===== src/rtl/seq_scrittura_lettura_param.sv =====
// Write-then-read address sequencer for the on-chip buffer RAM: len writes, then READ_PASSES read sweeps.
// we is combinational from wr_valid; other outputs are registered; rd_ready low holds the read address stable.
module seq_scrittura_lettura_param #(
    parameter int ADDR_W      = 9,
    parameter int DEPTH       = 512,
    parameter int READ_PASSES = 1
) (
    input  logic              clk,
    input  logic              reset,
    input  logic              start,
    input  logic [ADDR_W:0]   write_len,
    input  logic              abort,
    input  logic              wr_valid,
    input  logic              rd_ready,
    output logic              we,
    output logic [ADDR_W-1:0] indirizzo_write,
    output logic [ADDR_W-1:0] indirizzo_read,
    output logic              rd_valid,
    output logic              busy,
    output logic              done,
    output logic [1:0]        state
);

    localparam int                PASS_W    = (READ_PASSES > 1) ? $clog2(READ_PASSES) : 1;
    localparam logic [ADDR_W:0]   DEPTH_L   = (ADDR_W + 1)'(DEPTH);
    localparam logic [PASS_W-1:0] LAST_PASS = PASS_W'(READ_PASSES - 1);

    typedef enum logic [1:0] {
        S_IDLE  = 2'b00,
        S_WRITE = 2'b01,
        S_READ  = 2'b10,
        S_DONE  = 2'b11
    } state_t;

    state_t              state_q, state_d;
    logic [ADDR_W:0]     len_q, len_d;
    logic [ADDR_W-1:0]   wr_addr_q, wr_addr_d;
    logic [ADDR_W-1:0]   rd_addr_q, rd_addr_d;
    logic [PASS_W-1:0]   pass_q, pass_d;
    logic                rd_valid_q, rd_valid_d;
    logic                busy_q, busy_d;
    logic                done_q, done_d;
    logic [ADDR_W:0]     len_m1;
    logic                wr_last, rd_last, rd_fire;

    assign len_m1  = len_q - {{ADDR_W{1'b0}}, 1'b1};
    assign wr_last = ({1'b0, wr_addr_q} == len_m1);
    assign rd_last = ({1'b0, rd_addr_q} == len_m1);
    assign rd_fire = rd_valid_q & rd_ready;

    always_comb begin
        state_d   = state_q;
        len_d     = len_q;
        wr_addr_d = wr_addr_q;
        rd_addr_d = rd_addr_q;
        pass_d    = pass_q;
        case (state_q)
            S_IDLE: begin
                if (start && (write_len != '0)) begin
                    len_d     = (write_len > DEPTH_L) ? DEPTH_L : write_len;
                    wr_addr_d = '0;
                    state_d   = S_WRITE;
                end
            end
            S_WRITE: begin
                if (wr_valid) begin
                    if (wr_last) begin
                        wr_addr_d = '0;
                        rd_addr_d = '0;
                        pass_d    = '0;
                        state_d   = S_READ;
                    end else begin
                        wr_addr_d = wr_addr_q + ADDR_W'(1);
                    end
                end
            end
            S_READ: begin
                if (rd_fire) begin
                    if (rd_last) begin
                        rd_addr_d = '0;
                        if (pass_q == LAST_PASS) state_d = S_DONE;
                        else                     pass_d  = pass_q + PASS_W'(1);
                    end else begin
                        rd_addr_d = rd_addr_q + ADDR_W'(1);
                    end
                end
            end
            default: state_d = S_IDLE;
        endcase
        // Abort cancels the job outright: no DONE pulse, counters back to zero.
        if (abort && (state_q != S_IDLE)) begin
            state_d   = S_IDLE;
            wr_addr_d = '0;
            rd_addr_d = '0;
            pass_d    = '0;
        end
        busy_d     = (state_d != S_IDLE);
        rd_valid_d = (state_d == S_READ);
        done_d     = (state_d == S_DONE);
    end

    always_ff @(posedge clk) begin
        if (!reset) begin
            state_q    <= S_IDLE;
            len_q      <= '0;
            wr_addr_q  <= '0;
            rd_addr_q  <= '0;
            pass_q     <= '0;
            rd_valid_q <= 1'b0;
            busy_q     <= 1'b0;
            done_q     <= 1'b0;
        end else begin
            state_q    <= state_d;
            len_q      <= len_d;
            wr_addr_q  <= wr_addr_d;
            rd_addr_q  <= rd_addr_d;
            pass_q     <= pass_d;
            rd_valid_q <= rd_valid_d;
            busy_q     <= busy_d;
            done_q     <= done_d;
        end
    end

    assign we              = (state_q == S_WRITE) & wr_valid;
    assign indirizzo_write = wr_addr_q;
    assign indirizzo_read  = rd_addr_q;
    assign rd_valid        = rd_valid_q;
    assign busy            = busy_q;
    assign done            = done_q;
    assign state           = state_q;

endmodule


===== config.mk =====
export PLATFORM = sky130hd
export DESIGN_NAME = seq_scrittura_lettura_param
export DESIGN_NICKNAME = d
export VERILOG_FILES = /design/src/rtl/seq_scrittura_lettura_param.sv
export SDC_FILE = /design/constraint.sdc
export NUM_CORES = 1
export LEC_CHECK = 0
export CAP_MARGIN = 20
export CORE_MARGIN = 1.5
export CORE_UTILIZATION = 40
export CTS_CLUSTER_SIZE = 40
export DETAILED_ROUTE_END_ITERATION = 6
export GPL_ROUTABILITY_DRIVEN = 0
export PLACE_DENSITY = 0.71
export SYNTH_ARGS = -nofsm -noshare
export SYNTH_HDL_FRONTEND = slang
export SYNTH_SLANG_ARGS = --single-unit
export TNS_END_PERCENT = 50

===== constraint.sdc =====
create_clock -name clk -period 3.1 [get_ports clk]
set_input_delay 0.775 -clock clk [delete_from_list [all_inputs] [get_ports clk]]
set_output_delay 0.775 -clock clk [all_outputs]
set_load 0.02 [all_outputs]

Word level (Yosys, flattened, before mapping)
Cells that the tools add are included.
- $add $sub $neg: 4
- magnitude comparators: 1
- bitwise gates (word level): 3
- multiplexer cells: 24
- equality and inequality tests: 11
- reductions and logical operators: 13
- operators with widths (operator ; count):
    2-to-1 mux 9 bit ; 7
    case mux 9 bit (2 select lines) ; 2
    equality test 9 x 10 -> 1 bit ; 2
    adder 9 x 1 -> 9 bit (second input constant) ; 2
    2-to-1 mux 2 bit ; 7
    > comparator 10 bit (second input constant) ; 1
    2-to-1 mux 10 bit ; 1
    inequality test 2 bit (second input constant) ; 5
    nonzero test 10 bit ; 1
    subtractor 10 x 1 -> 10 bit (second input constant) ; 1
    nonzero test 2 bit ; 4
    equality test 2 bit (second input constant) ; 3
    case mux 2 bit (3 select lines) ; 1
    2-to-1 mux 1 bit ; 5
    AND reduction 5 bit ; 1
    AND reduction 4 bit ; 1
    AND reduction 3 bit ; 1
    bitwise AND 1 bit ; 2
    equality test 2 x 1 -> 1 bit (second input constant) ; 1
    logical AND 1 bit ; 2
    zero test 2 bit ; 1
    case mux 1 bit (2 select lines) ; 1
    AND reduction 2 bit ; 1
    OR reduction 2 bit ; 1
    other kinds (2) ; 2
- output and inout port bits: 24
- logic and storage cells: 64
- bits in registers: 34
- input bits: 16

Logic depth before layout (Yosys ltp)
- depth in word-level cells: 7
- gate-level depth with buffers: 12
- gate-level depth less buffers: 9

Least setup slack after synthesis
No wires, ideal clock.
- path kind: register to register
- from: register len_q[0]
- to: register rd_addr_q[1], in the netlist indirizzo_read[1]
- path slack: 0.461 ns
- data arrival time: 2.525 ns
- library setup time: 0.114 ns
- data required time: 2.986 ns
- cell stages (with the launch flop): 12
- path buffers: 2
- clock period less this slack: 2.639 ns
- cell sequence: dfxtp_1 > clkbuf_1 > inv_1 > ha_1 > buf_2 > nor3b_1 > a311oi_1 > o311ai_1 > a211o_1 > nor4_4 > a211oi_4 > a21o_1
- longest elaborated chain between the ends: 5
- elaborated cells between the ends (all ways): 8
- those cells by class: add/sub: 1; eq/ne: 3; mux: 3; reduce/logical: 1
- ends and longest elaborated chain (what ; line ; source):
    from (decl) ; 36 ; logic [ADDR_W:0] len_q, len_d;
    from (signal assigned) ; 114 ; len_q <= len_d;
    subtractor 10 x 1 -> 10 bit (*) ; 46 ; assign len_m1 = len_q - {{ADDR_W{1'b0}}, 1'b1};
    equality test 9 x 10 -> 1 bit ; 48 ; assign rd_last = ({1'b0, rd_addr_q} == len_m1);
    2-to-1 mux 9 bit ; 79 ; if (rd_last) begin
    2-to-1 mux 9 bit ; 78 ; if (rd_fire) begin
    case mux 9 bit (2 select lines) ; 57 ; case (state_q)
    to (signal assigned) ; 116 ; rd_addr_q <= rd_addr_d;
    to (decl) ; 38 ; logic [ADDR_W-1:0] rd_addr_q, rd_addr_d;
Mark *: on every way between the ends. The rest lies on a longest branch, timed or not. The select of a mux whose other input is x is not followed.
A chain may end at the register's enable or synchronous reset.

Final worst setup path
- from: input write_len[3]
- to: register wr_addr_q[6], in the netlist indirizzo_write[6]
- longest elaborated chain between the ends: 4
- ends and longest elaborated chain (what ; line ; source):
    from (decl) ; 11 ; input logic [ADDR_W:0] write_len,
    nonzero test 10 bit ; 59 ; if (start && (write_len != '0)) begin
    logical AND 1 bit ; 59 ;
    inequality test 2 bit (no line) ; - ;
    AND reduction 3 bit (no line) ; - ;
    to (signal assigned) ; 115 ; wr_addr_q <= wr_addr_d;
    to (decl) ; 37 ; logic [ADDR_W-1:0] wr_addr_q, wr_addr_d;
Every way passes these cells.

==> impl_metrics.tcl <==
set metrics [dict create \
    status "finished, final reports clean" \
    worstPathBufferInverterCount 2 \
    setup.worst_path.class "in -> reg" \
    grt_use_total_pct 19.44 \
    post_drt_via_cell_ratio 5.663 \
    synth_top_area_share_pct 28.57 \
    placed_cells_incl_taps 393 \
    synth_edf_count 0 \
    final-setup-viol-count 0 \
    tritoncts "built" \
    finalWorstPathRequiredPeriod_ns 2.861 \
    grt_pass1_wl_um 9625 \
    number_of_global_route_vias_before_repair 2026 \
    p_sw_w 0.0002961 \
    ys_top_cells_by_area "dfxtp_1 29%, xnor2_1 4.9%, nand3_1 4.8%" \
    internal_power_w 0.0006921 \
    finish.utilization_pct 52.24 \
    wire_per_inst_um 14.54 \
    worst_skew_pair.late_latency_ns 0.29 \
    rsz0062_at_grt "false" \
    slew_viol_final 0 \
    fin_ws_ns 0.2391 \
    slew_headroom_pct 52.72 \
    place_worst_setup_slack_ns -0.02255 \
    maximum_number_of_pins_on_one_net_before_global_route_repair 23 \
    synth.distinct_cells 63 \
    synthesis.yosys.warnings 0 \
    worst_ep_arrival_time_ns 3.05 \
    core_um2 5540 \
    crit_path_top_delay_cell "or4_1" \
    sequential_share_of_the_synthesized_area_pct 28.57 \
    filler_cell_count_in_the_final_layout 538 \
    h-tree-depth 2 \
    area_of_combinational_cells_with_multiple_inputs_um2 1531 \
    area.growth.synth_to_final_pct 25.16 \
    floorplan.die.width_um 79.03 \
    cellLeakagePower_nw 1.092 \
    crit_start "write_len[3]" \
    timing_worst_slew_pin_value_ns 0.7078 \
    design.die.area_um2 6246 \
    top_level_ports 40 \
    cts.repair.resized 0 \
    synth-async-reset-ratio_pct 0 \
    start_kind "input pin" \
    post_cts_setup_buffer_count 0 \
    grt_remaining_overflow 0 \
    timing.critical_path.cells "clkdlybuf4s50_1, or4_1, o41ai_1, buf_4, nand2b_1, and4_1, nand3_1, xnor2_1, and3_1" \
    syn-num-nets 308 \
    cts_inserted_buffers 5 \
    maxClockFrequency_mhz 349.5 \
    vdd_drop_max_mv 0.1922 \
    hold_violations 0 \
    dp_hpwl_um 4324 \
    drcViolationCount 0 \
    wl_um 5829 \
    drtIter0Drc 154 \
    rr_startpoint "len_q[5]$_SDFFE_PN0P_" \
    clk_path_buf_depth 2 \
    vias_post_dr 2271 \
    worstHoldPathType "reg -> reg" \
    share_of_layout_cells_above_drive_strength_1_pct 11.25 \
    synth_seq_cells 33 \
    nets 347 \
    cp_endpoint_kind "flip-flop" \
    dieHeight_um 79.03 \
    layout.area.seq_um2 660.6 \
    rows 27 \
    seq_power_share_pct 45.7 \
    clk_root_buffer_cell "clkbuf_8" \
    synth_top_area_cell "dfxtp_1" \
    initial_utilization_pct 41.73 \
    critical_path.top_delay_family "simple AND/OR/NAND/NOR gates" \
    grt_antenna_before_repair 0 \
    cts_hold_buf 0 \
    layout_common_cells "39 x clkdlybuf4s50_1, 33 x dfxtp_1, 25 x nand2_1" \
    crit_path_max_incr_delay_ns 0.55 \
    power.share.combinational_pct 21.5 \
    synth.cell_area_um2 2312 \
    cap_violations 0 \
    synthesized_netlist_cell_count 289 \
    clkSinkCount 33 \
    min-delay-start "len_q[9]$_SDFFE_PN0P_" \
    post_layout_instance_count_excluding_filler_cells 401 \
    ys.flop_type "dfxtp_1" \
    hold-worst-slack_ns 0.5432 \
    cp_max_fo 6 \
    syn_avg_cell_area_um2 8.001 \
    p_sw_share_pct 29.96 \
    p_clk_share_pct 32.8 \
    worst_setup_hold_path_clk_slew_ns 0.08 \
    pwr_density_cell_nw_per_um2 341.5 \
    drt_pre_antenna_iters 4 \
    tns_ns 0 \
    io_buffer_count 39 \
    critPathRequiredTime_ns 3.29 \
    final_antenna_net_count 0 \
    finalCritPeriodShare_pct 92.29 \
    final_common_cell "clkdlybuf4s50_1" \
    antenna_cells_inserted 0 \
    clock-skew-final_ns 0.007020 \
]
## power by group through the flow
stage          sequential [W]  combinational (W)  clock (W)
5_1_grt              0.000453           0.000234   0.000350
3_3_place_gp         0.000461           0.000209          0
6_report             0.000452           0.000212   0.000324
2_1_floorplan        0.000455           0.000146          0
3_5_place_dp         0.000461           0.000212          0
4_1_cts              0.000451           0.000213   0.000336
## worst min-delay path, delay by kind of cell, from the launching register on
kind	cells	cell delay (ns)
AO/OA/AOI/OAI	1	0.07
flip-flops	1	0.36
AND/OR/NAND/NOR	1	0.07
## synth_stat cells (2+ instances only)
cell type	n
or2_2	5
nor4b_1	2
nand2_1	25
xnor2_1	13
o31a_1	2
nand2b_1	7
inv_1	7
ha_1	3
clkbuf_1	16
o2bb2ai_1	2
dfxtp_1	33
o211ai_1	2
nor4_1	3
nor2_1	13
buf_2	3
nor2b_1	4
a21o_1	9
nand4b_1	2
or3_1	8
a21oi_1	12
and3_1	10
o21ai_0	11
nand3b_1	2
a41oi_1	2
nor3b_1	2
nand4_1	5
nand3_1	22
xor2_1	8
a211oi_1	3
and3b_1	3
and2_1	3
a21boi_0	11
nor3_1	6
## registers in the layout, indices dropped and copies added, names as in the netlist
name / count
len_q: 10
indirizzo_write: 9
rd_valid: 1
done: 1
busy: 1
indirizzo_read: 9
state: 2
## kinds of logic (layout without fill, tap and decap cells)
| group | count (synthesis) | count (layout) | synth area share (%) |
|---|---|---|---|
| simple gates | 130 | 130 | 32.31 |
| compound gates | 70 | 70 | 21.97 |
| flops | 33 | 33 | 28.57 |
| buf+inv | 29 | 69 | 5.195 |
| xor+xnor | 23 | 23 | 9.849 |
| fa+ha+maj | 3 | 3 | 1.624 |
| mux | 1 | 1 | 0.4870 |
## worst paths after layout
path,cells after the start,endpoint,slack (ns)
setup / recovery,9,indirizzo_write[6]$_SDFFE_PP0P_,0.24
hold / removal,2,len_q[9]$_SDFFE_PN0P_,0.54
setup reg to reg,7,indirizzo_read[1]$_SDFFE_PP0P_,0.41
hold reg to reg,2,len_q[9]$_SDFFE_PN0P_,0.54
## through the flow
step | instance area, µm² | power [W]
2_1_floorplan | 2312 | 0.0006013
3_3_place_gp | 2808 | 0.0006701
3_5_place_dp | 2808 | 0.0006727
4_1_cts | 2894 | 0.0009994
5_1_grt | 2894 | 0.001038
6_report | 2894 | 0.0009882
## per-layer routing
layer / global-route usage, % / vias up / wire length [µm] / share of wire, %
met3: 3.333 / 12 / 282 / 4.8
li1: - / 1129 / - / -
met5: 0 / - / 0 / 0
met2: 31.88 / 73 / 2716 / 47
met4: 7.193 / 0 / 93 / 1.6
met1: 25.49 / 1057 / 2737 / 47
## final cells by class
type / count / area share, %
Multi-Input combinational cell: 227 / 52.92
Sequential cell: 33 / 22.83
Timing Repair Buffer: 53 / 17.12
Tap cell: 72 / 3.113
Clock buffer: 5 / 2.378
Inverter: 8 / 1.038
Clock inverter: 3 / 0.6053
Power figures use the tool's default switching activity.
